`config.mk`:
```
export PLATFORM = sky130hd
export DESIGN_NAME = mult_sequencer_flat
export DESIGN_NICKNAME = d
export VERILOG_FILES = /design/src/rtl/mult_sequencer_if.sv /design/src/rtl/mult_sequencer.sv /design/src/flat_wrapper.sv
export SDC_FILE = /design/constraint.sdc
export NUM_CORES = 1
export LEC_CHECK = 0
export ABC_AREA = 1
export BUFFER_PORTS_ARGS = -buffer_cell sky130_fd_sc_hd__buf_4
export CAP_MARGIN = 20
export CORE_AREA = 2 2 39 41
export CTS_CLUSTER_DIAMETER = 100
export DETAILED_ROUTE_END_ITERATION = 6
export DIE_AREA = 0 0 41 43
export SKIP_LAST_GASP = 1
export SLEW_MARGIN = 20
export SYNTH_ARGS = -nofsm -noshare
export SYNTH_HDL_FRONTEND = slang
export SYNTH_SLANG_ARGS = --single-unit
```
`constraint.sdc`:
```
create_clock -name Clk -period 2.3 [get_ports Clk]
set_input_delay 0.345 -clock Clk [delete_from_list [all_inputs] [get_ports Clk]]
set_output_delay 0.345 -clock Clk [all_outputs]
set_load 0.02 [all_outputs]
```
`src/rtl/mult_sequencer_if.sv`:
```
// mult_sequencer_if: button inputs, multiplier LSB and datapath strobes
// exchanged between the multiply control sequencer and the board/datapath.
interface mult_sequencer_if;
  logic Run;
  logic ClearA_LoadB;
  logic M;
  logic Clr_Ld;
  logic ClrAX;
  logic Add;
  logic Sub;
  logic Shift;
  logic Busy;
  logic Done;

  // Board/datapath side: drives buttons and M, observes strobes.
  modport master (
    output Run, ClearA_LoadB, M,
    input  Clr_Ld, ClrAX, Add, Sub, Shift, Busy, Done
  );

  // Sequencer side.
  modport slave (
    input  Run, ClearA_LoadB, M,
    output Clr_Ld, ClrAX, Add, Sub, Shift, Busy, Done
  );
endinterface

```
`src/rtl/mult_sequencer.sv`:
```
// mult_sequencer: control FSM for the 8-bit signed shift-add multiplier.
// Sequence: CLEAR, then 8 ADD/SHIFT pairs (Sub instead of Add on the last
// iteration), then DONE until Run is released.
// Optional macro MULT_SEQ_SYNC_EN: two-flop synchronizers on Run and
// ClearA_LoadB (adds 2 cycles to every button-to-state latency).
module mult_sequencer (
  input  logic            Clk,
  input  logic            Reset,
  mult_sequencer_if.slave bus
);

  localparam int unsigned CNT_W = 3;
  localparam logic [CNT_W-1:0] CNT_LAST = CNT_W'(7);

  typedef enum logic [2:0] {
    IDLE  = 3'd0,
    CLEAR = 3'd1,
    ADD   = 3'd2,
    SHIFT = 3'd3,
    DONE  = 3'd4
  } state_t;

  state_t           state, state_next;
  logic [CNT_W-1:0] cnt, cnt_next;
  logic             run_n, load_n;

`ifdef MULT_SEQ_SYNC_EN
  logic [1:0] run_sync;
  logic [1:0] load_sync;

  // Two-flop synchronizers; reset to the released (high) level.
  always_ff @(posedge Clk) begin
    if (!Reset) begin
      run_sync  <= 2'b11;
      load_sync <= 2'b11;
    end else begin
      run_sync  <= {run_sync[0], bus.Run};
      load_sync <= {load_sync[0], bus.ClearA_LoadB};
    end
  end

  assign run_n  = run_sync[1];
  assign load_n = load_sync[1];
`else
  assign run_n  = bus.Run;
  assign load_n = bus.ClearA_LoadB;
`endif

  // State and iteration counter registers.
  always_ff @(posedge Clk) begin
    if (!Reset) begin
      state <= IDLE;
      cnt   <= '0;
    end else begin
      state <= state_next;
      cnt   <= cnt_next;
    end
  end

  // Next-state logic and Moore strobe decode (M only matters in ADD).
  always_comb begin
    state_next = state;
    cnt_next   = cnt;
    bus.Clr_Ld = 1'b0;
    bus.ClrAX  = 1'b0;
    bus.Add    = 1'b0;
    bus.Sub    = 1'b0;
    bus.Shift  = 1'b0;
    bus.Busy   = 1'b0;
    bus.Done   = 1'b0;

    unique case (state)
      IDLE: begin
        if (!run_n) begin
          state_next = CLEAR;
          cnt_next   = '0;
        end else if (!load_n) begin
          bus.Clr_Ld = 1'b1;
        end
      end
      CLEAR: begin
        bus.ClrAX  = 1'b1;
        bus.Busy   = 1'b1;
        state_next = ADD;
      end
      ADD: begin
        bus.Busy   = 1'b1;
        bus.Add    = bus.M && (cnt != CNT_LAST);
        bus.Sub    = bus.M && (cnt == CNT_LAST);
        state_next = SHIFT;
      end
      SHIFT: begin
        bus.Shift  = 1'b1;
        bus.Busy   = 1'b1;
        cnt_next   = cnt + CNT_W'(1);
        state_next = (cnt == CNT_LAST) ? DONE : ADD;
      end
      DONE: begin
        bus.Done = 1'b1;
        if (run_n) begin
          state_next = IDLE;
        end
      end
      default: begin
        state_next = IDLE;
        cnt_next   = '0;
      end
    endcase
  end

endmodule

```
`src/flat_wrapper.sv`:
```
// flat-port wrapper written by rule: the top's interface ports become plain ports
module mult_sequencer_flat 
  (Clk, Reset, bus_Run, bus_ClearA_LoadB, bus_M, bus_Clr_Ld, bus_ClrAX, bus_Add, bus_Sub, bus_Shift, bus_Busy, bus_Done);
  mult_sequencer_if bus_i ();
  input  logic Clk;
  input  logic Reset;
  input wire logic [$bits(bus_i.Run)-1:0] bus_Run;
  input wire logic [$bits(bus_i.ClearA_LoadB)-1:0] bus_ClearA_LoadB;
  input wire logic [$bits(bus_i.M)-1:0] bus_M;
  output wire logic [$bits(bus_i.Clr_Ld)-1:0] bus_Clr_Ld;
  output wire logic [$bits(bus_i.ClrAX)-1:0] bus_ClrAX;
  output wire logic [$bits(bus_i.Add)-1:0] bus_Add;
  output wire logic [$bits(bus_i.Sub)-1:0] bus_Sub;
  output wire logic [$bits(bus_i.Shift)-1:0] bus_Shift;
  output wire logic [$bits(bus_i.Busy)-1:0] bus_Busy;
  output wire logic [$bits(bus_i.Done)-1:0] bus_Done;
  assign bus_i.Run = bus_Run;
  assign bus_i.ClearA_LoadB = bus_ClearA_LoadB;
  assign bus_i.M = bus_M;
  assign bus_Clr_Ld = bus_i.Clr_Ld;
  assign bus_ClrAX = bus_i.ClrAX;
  assign bus_Add = bus_i.Add;
  assign bus_Sub = bus_i.Sub;
  assign bus_Shift = bus_i.Shift;
  assign bus_Busy = bus_i.Busy;
  assign bus_Done = bus_i.Done;
  mult_sequencer u_core (.Clk(Clk), .Reset(Reset), .bus(bus_i));
endmodule
```
* Word-level counts from Yosys, hierarchy flattened
Index checks and enable logic that the tools add are counted.
** Storage, ports and cells
- Input bits :: 5
- Output and inout bits :: 7
- Register bits after elaboration :: 6
- Word-level logic and storage cells :: 34
** Operators by class
- Multiplexer cells :: 15
- Bitwise logic cells :: 1
- $add $sub $neg :: 1
- Equality and inequality tests :: 8
- Reductions and logical operators :: 7
** Operators with widths (number)
- one-hot mux 3 bit (5 select lines) :: 1
- two-way mux 3 bit :: 4
- two-way mux 1 bit :: 9
- one-hot mux 3 bit (3 select lines) :: 1
- equality test 3 x 2 -> 1 bit, second input constant :: 2
- equality test 3 bit, second input constant :: 2
- OR reduction 3 bit :: 2
- inequality test 2 bit, second input constant :: 2
- AND reduction 2 bit :: 2
- adder 3 x 1 -> 3 bit, second input constant :: 1
- equality test 3 x 1 -> 1 bit, second input constant :: 1
- zero test 3 bit :: 1
- inequality test 3 bit, second input constant :: 1
- logical AND 1 bit :: 2
- inverter 1 bit :: 1

* Depth between registers and ports, before layout
- Depth after elaboration :: 4
- Depth in mapped cells :: 7
- Depth with buffers taken out :: 7

* Least setup slack after synthesis
Ideal clock, no wire load.
- Kind :: flip-flop to output port
- Start point :: reg u_core.cnt[0]
- End point :: out bus_Add
- Path buffers :: 0
- Required time :: 1955 ps
- Cell stages (with the launch flop) :: 4
- Slack :: 770 ps
- Data arrival time :: 1185 ps
- Cells stage by stage :: dfxtp_1 > ha_1 > ha_1 > nor3_1
** Between the ends
- Longest elaborated chain between the ends :: 3
** Ends and longest elaborated chain
- start: declaration :: RTL line mult_sequencer.sv:24 : logic [CNT_W-1:0] cnt, cnt_next;
- start signal: assignment :: RTL line mult_sequencer.sv:56 : cnt <= cnt_next;
- inequality test 3 bit :: RTL line mult_sequencer.sv:88 : bus.Add = bus.M && (cnt != CNT_LAST);
- logical AND 1 bit :: RTL line mult_sequencer.sv:88
- two-way mux 1 bit :: RTL line mult_sequencer.sv:72 : unique case (state)
- end: declaration :: RTL line flat_wrapper.sv:12 : output wire logic [$bits(bus_i.Add)-1:0] bus_Add;
Every way passes these cells.

* Final worst setup path
- Start point :: reg u_core.cnt[0]
- End point :: out bus_Sub
** Between the ends
- Longest elaborated chain between the ends :: 3
** Ends and longest elaborated chain
- equality test 3 bit :: RTL line mult_sequencer.sv:89 : bus.Sub = bus.M && (cnt == CNT_LAST);
- logical AND 1 bit :: RTL line mult_sequencer.sv:89
- two-way mux 1 bit :: RTL line mult_sequencer.sv:72
- end: declaration :: RTL line flat_wrapper.sv:13 : output wire logic [$bits(bus_i.Sub)-1:0] bus_Sub;
Every way passes these cells.

==> results.py <==
metrics = {
    "floorplan": {
        "die_y_um": 43,
        "dieArea_mm2": 0.00176,
        "rows": 14,
        "die-width_um": 41,
        "ioPinCount": 12,
        "core_area_mm2": 0.00138,
        "start_util_pct": 25.0,
    },
    "placement": {
        "gp_congestion": 0.706,
        "hpwlAfterDp_um": 585,
        "numPortBuffers": 11,
    },
    "cts": {
        "cts_resized": 0,
        "max-clock-path-buffers": 2,
        "clk_pin_slew_ps": 50,
        "cts_inserted_buffers": 3,
        "clock-sinks": 6,
        "cts_htree_levels": 1,
        "root_buffer": "clkbuf_4",
        "cts_setup_buffers": 0,
        "postCtsHoldBufs": 0,
        "insertion_delay_ps": 240,
        "cts_tree": "yes",
    },
    "routing": {
        "ant_nets": 0,
        "routed_via_density": 4.39,
        "wire_per_inst_um": 8.79,
        "drt-pass1-iter-count": 4,
        "drtIter0Drc": 8,
        "routed_wl_um": 738,
        "drc": 0,
        "vias": 369,
    },
    "synth": {
        "synthesis.nets": 61,
        "yosys.cell_types.count": 13,
        "synth_area_um2": 347,
        "avgSynthCellArea_um2": 6.42,
        "yosys_register_bits": 6,
        "yosysWarnings": 0,
        "ys_seq_area_share_pct": 34.7,
        "syn_inst": 54,
    },
    "layout": {
        "syn_to_final_growth_pct": 36.1,
        "multi_input_area_um2": 196,
        "regArea_um2": 120,
        "layout.nets": 77,
        "fill_cells": 151,
        "drive_gt1_share_pct": 25.0,
        "antenna_cells": 0,
        "postLayoutCoreUtil_pct": 34.1,
    },
    "power_and_ir_drop": {
        "leakage_uw": 0.000243,
        "power.density_mw_per_mm2": 634,
        "vdd_drop_max_uv": 263,
    },
    "sta": {
        "worstMarginPinSlew_ps": 400,
        "slew_headroom_pct": 73.1,
        "tns_ps": 0,
        "setup_viol": 0,
        "skew_ps": 0.307,
        "hold_viol_final": 0,
        "max_clock_freq_mhz": 596,
        "rsz0062_at_grt": "no",
        "fin_hold_ws_ps": 359,
        "period_share_pct": 72.9,
        "finalMaxSlewViolations": 0,
        "layout_min_cycle_time_ps": 1680,
    },
    "worst_setup_path": {
        "crit_family": "flip-flops",
        "cp-end-kind": "primary output",
        "cp.arrival_ps": 1330,
        "crit_chain": "ha_1 -> ha_1 -> inv_1 -> nor3_1 -> buf_4",
        "worst_setup_path_start_kind": "flip-flop",
        "cpPeakStageDelay_ps": 350,
        "rr_worst_depth": 5,
        "crit_type": "reg2out",
        "path_depth": 5,
        "cpMaxStageDelayCell": "dfxtp_1",
        "path_buf_inv": 2,
        "worstPathRequired_ps": 1960,
        "critPathMaxFanout": 3,
        "cp_common_cell": "ha_1",
    },
    "grt": {
        "grt_pass1_wl_um": 1220,
        "antenna_found_initial": 0,
        "track_usage_pct": 10.5,
        "overflow": 0,
        "grt_max_degree": 7,
        "first_global_vias": 323,
    },
    "run": {
        "cap_viol_max_count": 0,
    },
    "min_path": {
        "whs_path_depth": 2,
        "hold_class": "in2reg",
    },
    "status": {
        "status": "finished, final reports clean",
    },
}
==> through the flow <==
| step | cell area (µm²) | worst slack, ps | power, µW | cells |
|---|---|---|---|---|
| 3_5_place_dp | 449 | 873 | 203 | 81 |
| 2_1_floorplan | 347 | 770 | 176 | 54 |
| 3_3_place_gp | 449 | 915 | 203 | 81 |
| 4_1_cts | 472 | 604 | 304 | 84 |
| 5_1_grt | 472 | 520 | 322 | 84 |
| 6_report | 472 | 623 | 299 | 84 |
==> state kept, by name, summed over array words and instances, names as in the netlist <==
| signal | flops |
|---|---|
| u_core.cnt | 3 |
| u_core.state | 3 |
==> power by group <==
group | switching (µW) | total [µW] | internal, µW | leakage [µW]
sequential | 7.71 | 122 | 114 | 0.0000494
combinational | 46.5 | 79.1 | 32.6 | 0.000179
clock | 38.6 | 97.7 | 59.1 | 0.0000138
==> final cells by class <==
cell class | count | area share, %
Multi-Input combinational cell | 40 | 41.6
Sequential cell | 6 | 25.5
Timing Repair Buffer | 11 | 17.5
Inverter | 8 | 6.37
Clock buffer | 3 | 4.77
Tap cell | 16 | 4.24
==> cell usage in the layout (no fill, tap or decap) <==
master	count
buf_4	11
nand3_1	5
nor3_1	4
ha_1	2
nand2_2	1
dfxtp_1	6
nor2_1	7
nand2_1	13
o21a_1	1
inv_1	8
a21oi_1	3
o21ai_1	1
clkbuf_4	3
o21ai_0	1
nor2_2	2
==> synthesized netlist by cell type, drive strengths merged <==
| cell | n | area [µm²] |
|---|---|---|
| dfxtp | 6 | 120 |
| nand2 | 14 | 55.1 |
| nand3 | 5 | 25.0 |
| nor2 | 9 | 38.8 |
| inv | 8 | 30.0 |
| a21oi | 3 | 15.0 |
| nor3 | 4 | 20.0 |
| ha | 2 | 25.0 |
| o21a | 1 | 7.51 |
| o21ai | 2 | 10.0 |
==> worst register-to-register path, delay by kind of cell (launching register included) <==
kind                     cells  cell delay [ps]
adder cells (fa/ha/maj)      2              390
flip-flops                   1              320
buffers and inverters        1               80
AO/OA/AOI/OAI                1              180
AND/OR/NAND/NOR              1               60
==> final timing paths <==
kind | start | end | slack, ps
hold reg to reg | u_core.cnt[2]$_SDFFE_PN0P_ | u_core.cnt[2]$_SDFFE_PN0P_ | 490
setup reg to reg | u_core.cnt[0]$_SDFFE_PN0P_ | u_core.state[2]$_SDFFE_PN0P_ | 1170
setup / recovery | u_core.cnt[0]$_SDFFE_PN0P_ | bus_Sub | 620
hold / removal | Reset | u_core.state[2]$_SDFFE_PN0P_ | 360
==> layer usage <==
metal | track usage [%] | part of all wire [%]
met1 | 12.9 | 48
met2 | 14.4 | 45
met3 | 3.14 | 5.4
met4 | 8.00 | 1.4
met5 | 0 | 0
==> cell families after synthesis <==
| family | Yosys count | synth area share, % |
|---|---|---|
| DFF | 6 | 34.7 |
| and+or+nand+nor | 32 | 40.1 |
| buffers and inverters | 8 | 8.66 |
| AOI/OAI and AO/OA | 6 | 9.38 |
| adders and majority gates | 2 | 7.22 |
Power figures use the tool's default switching activity.
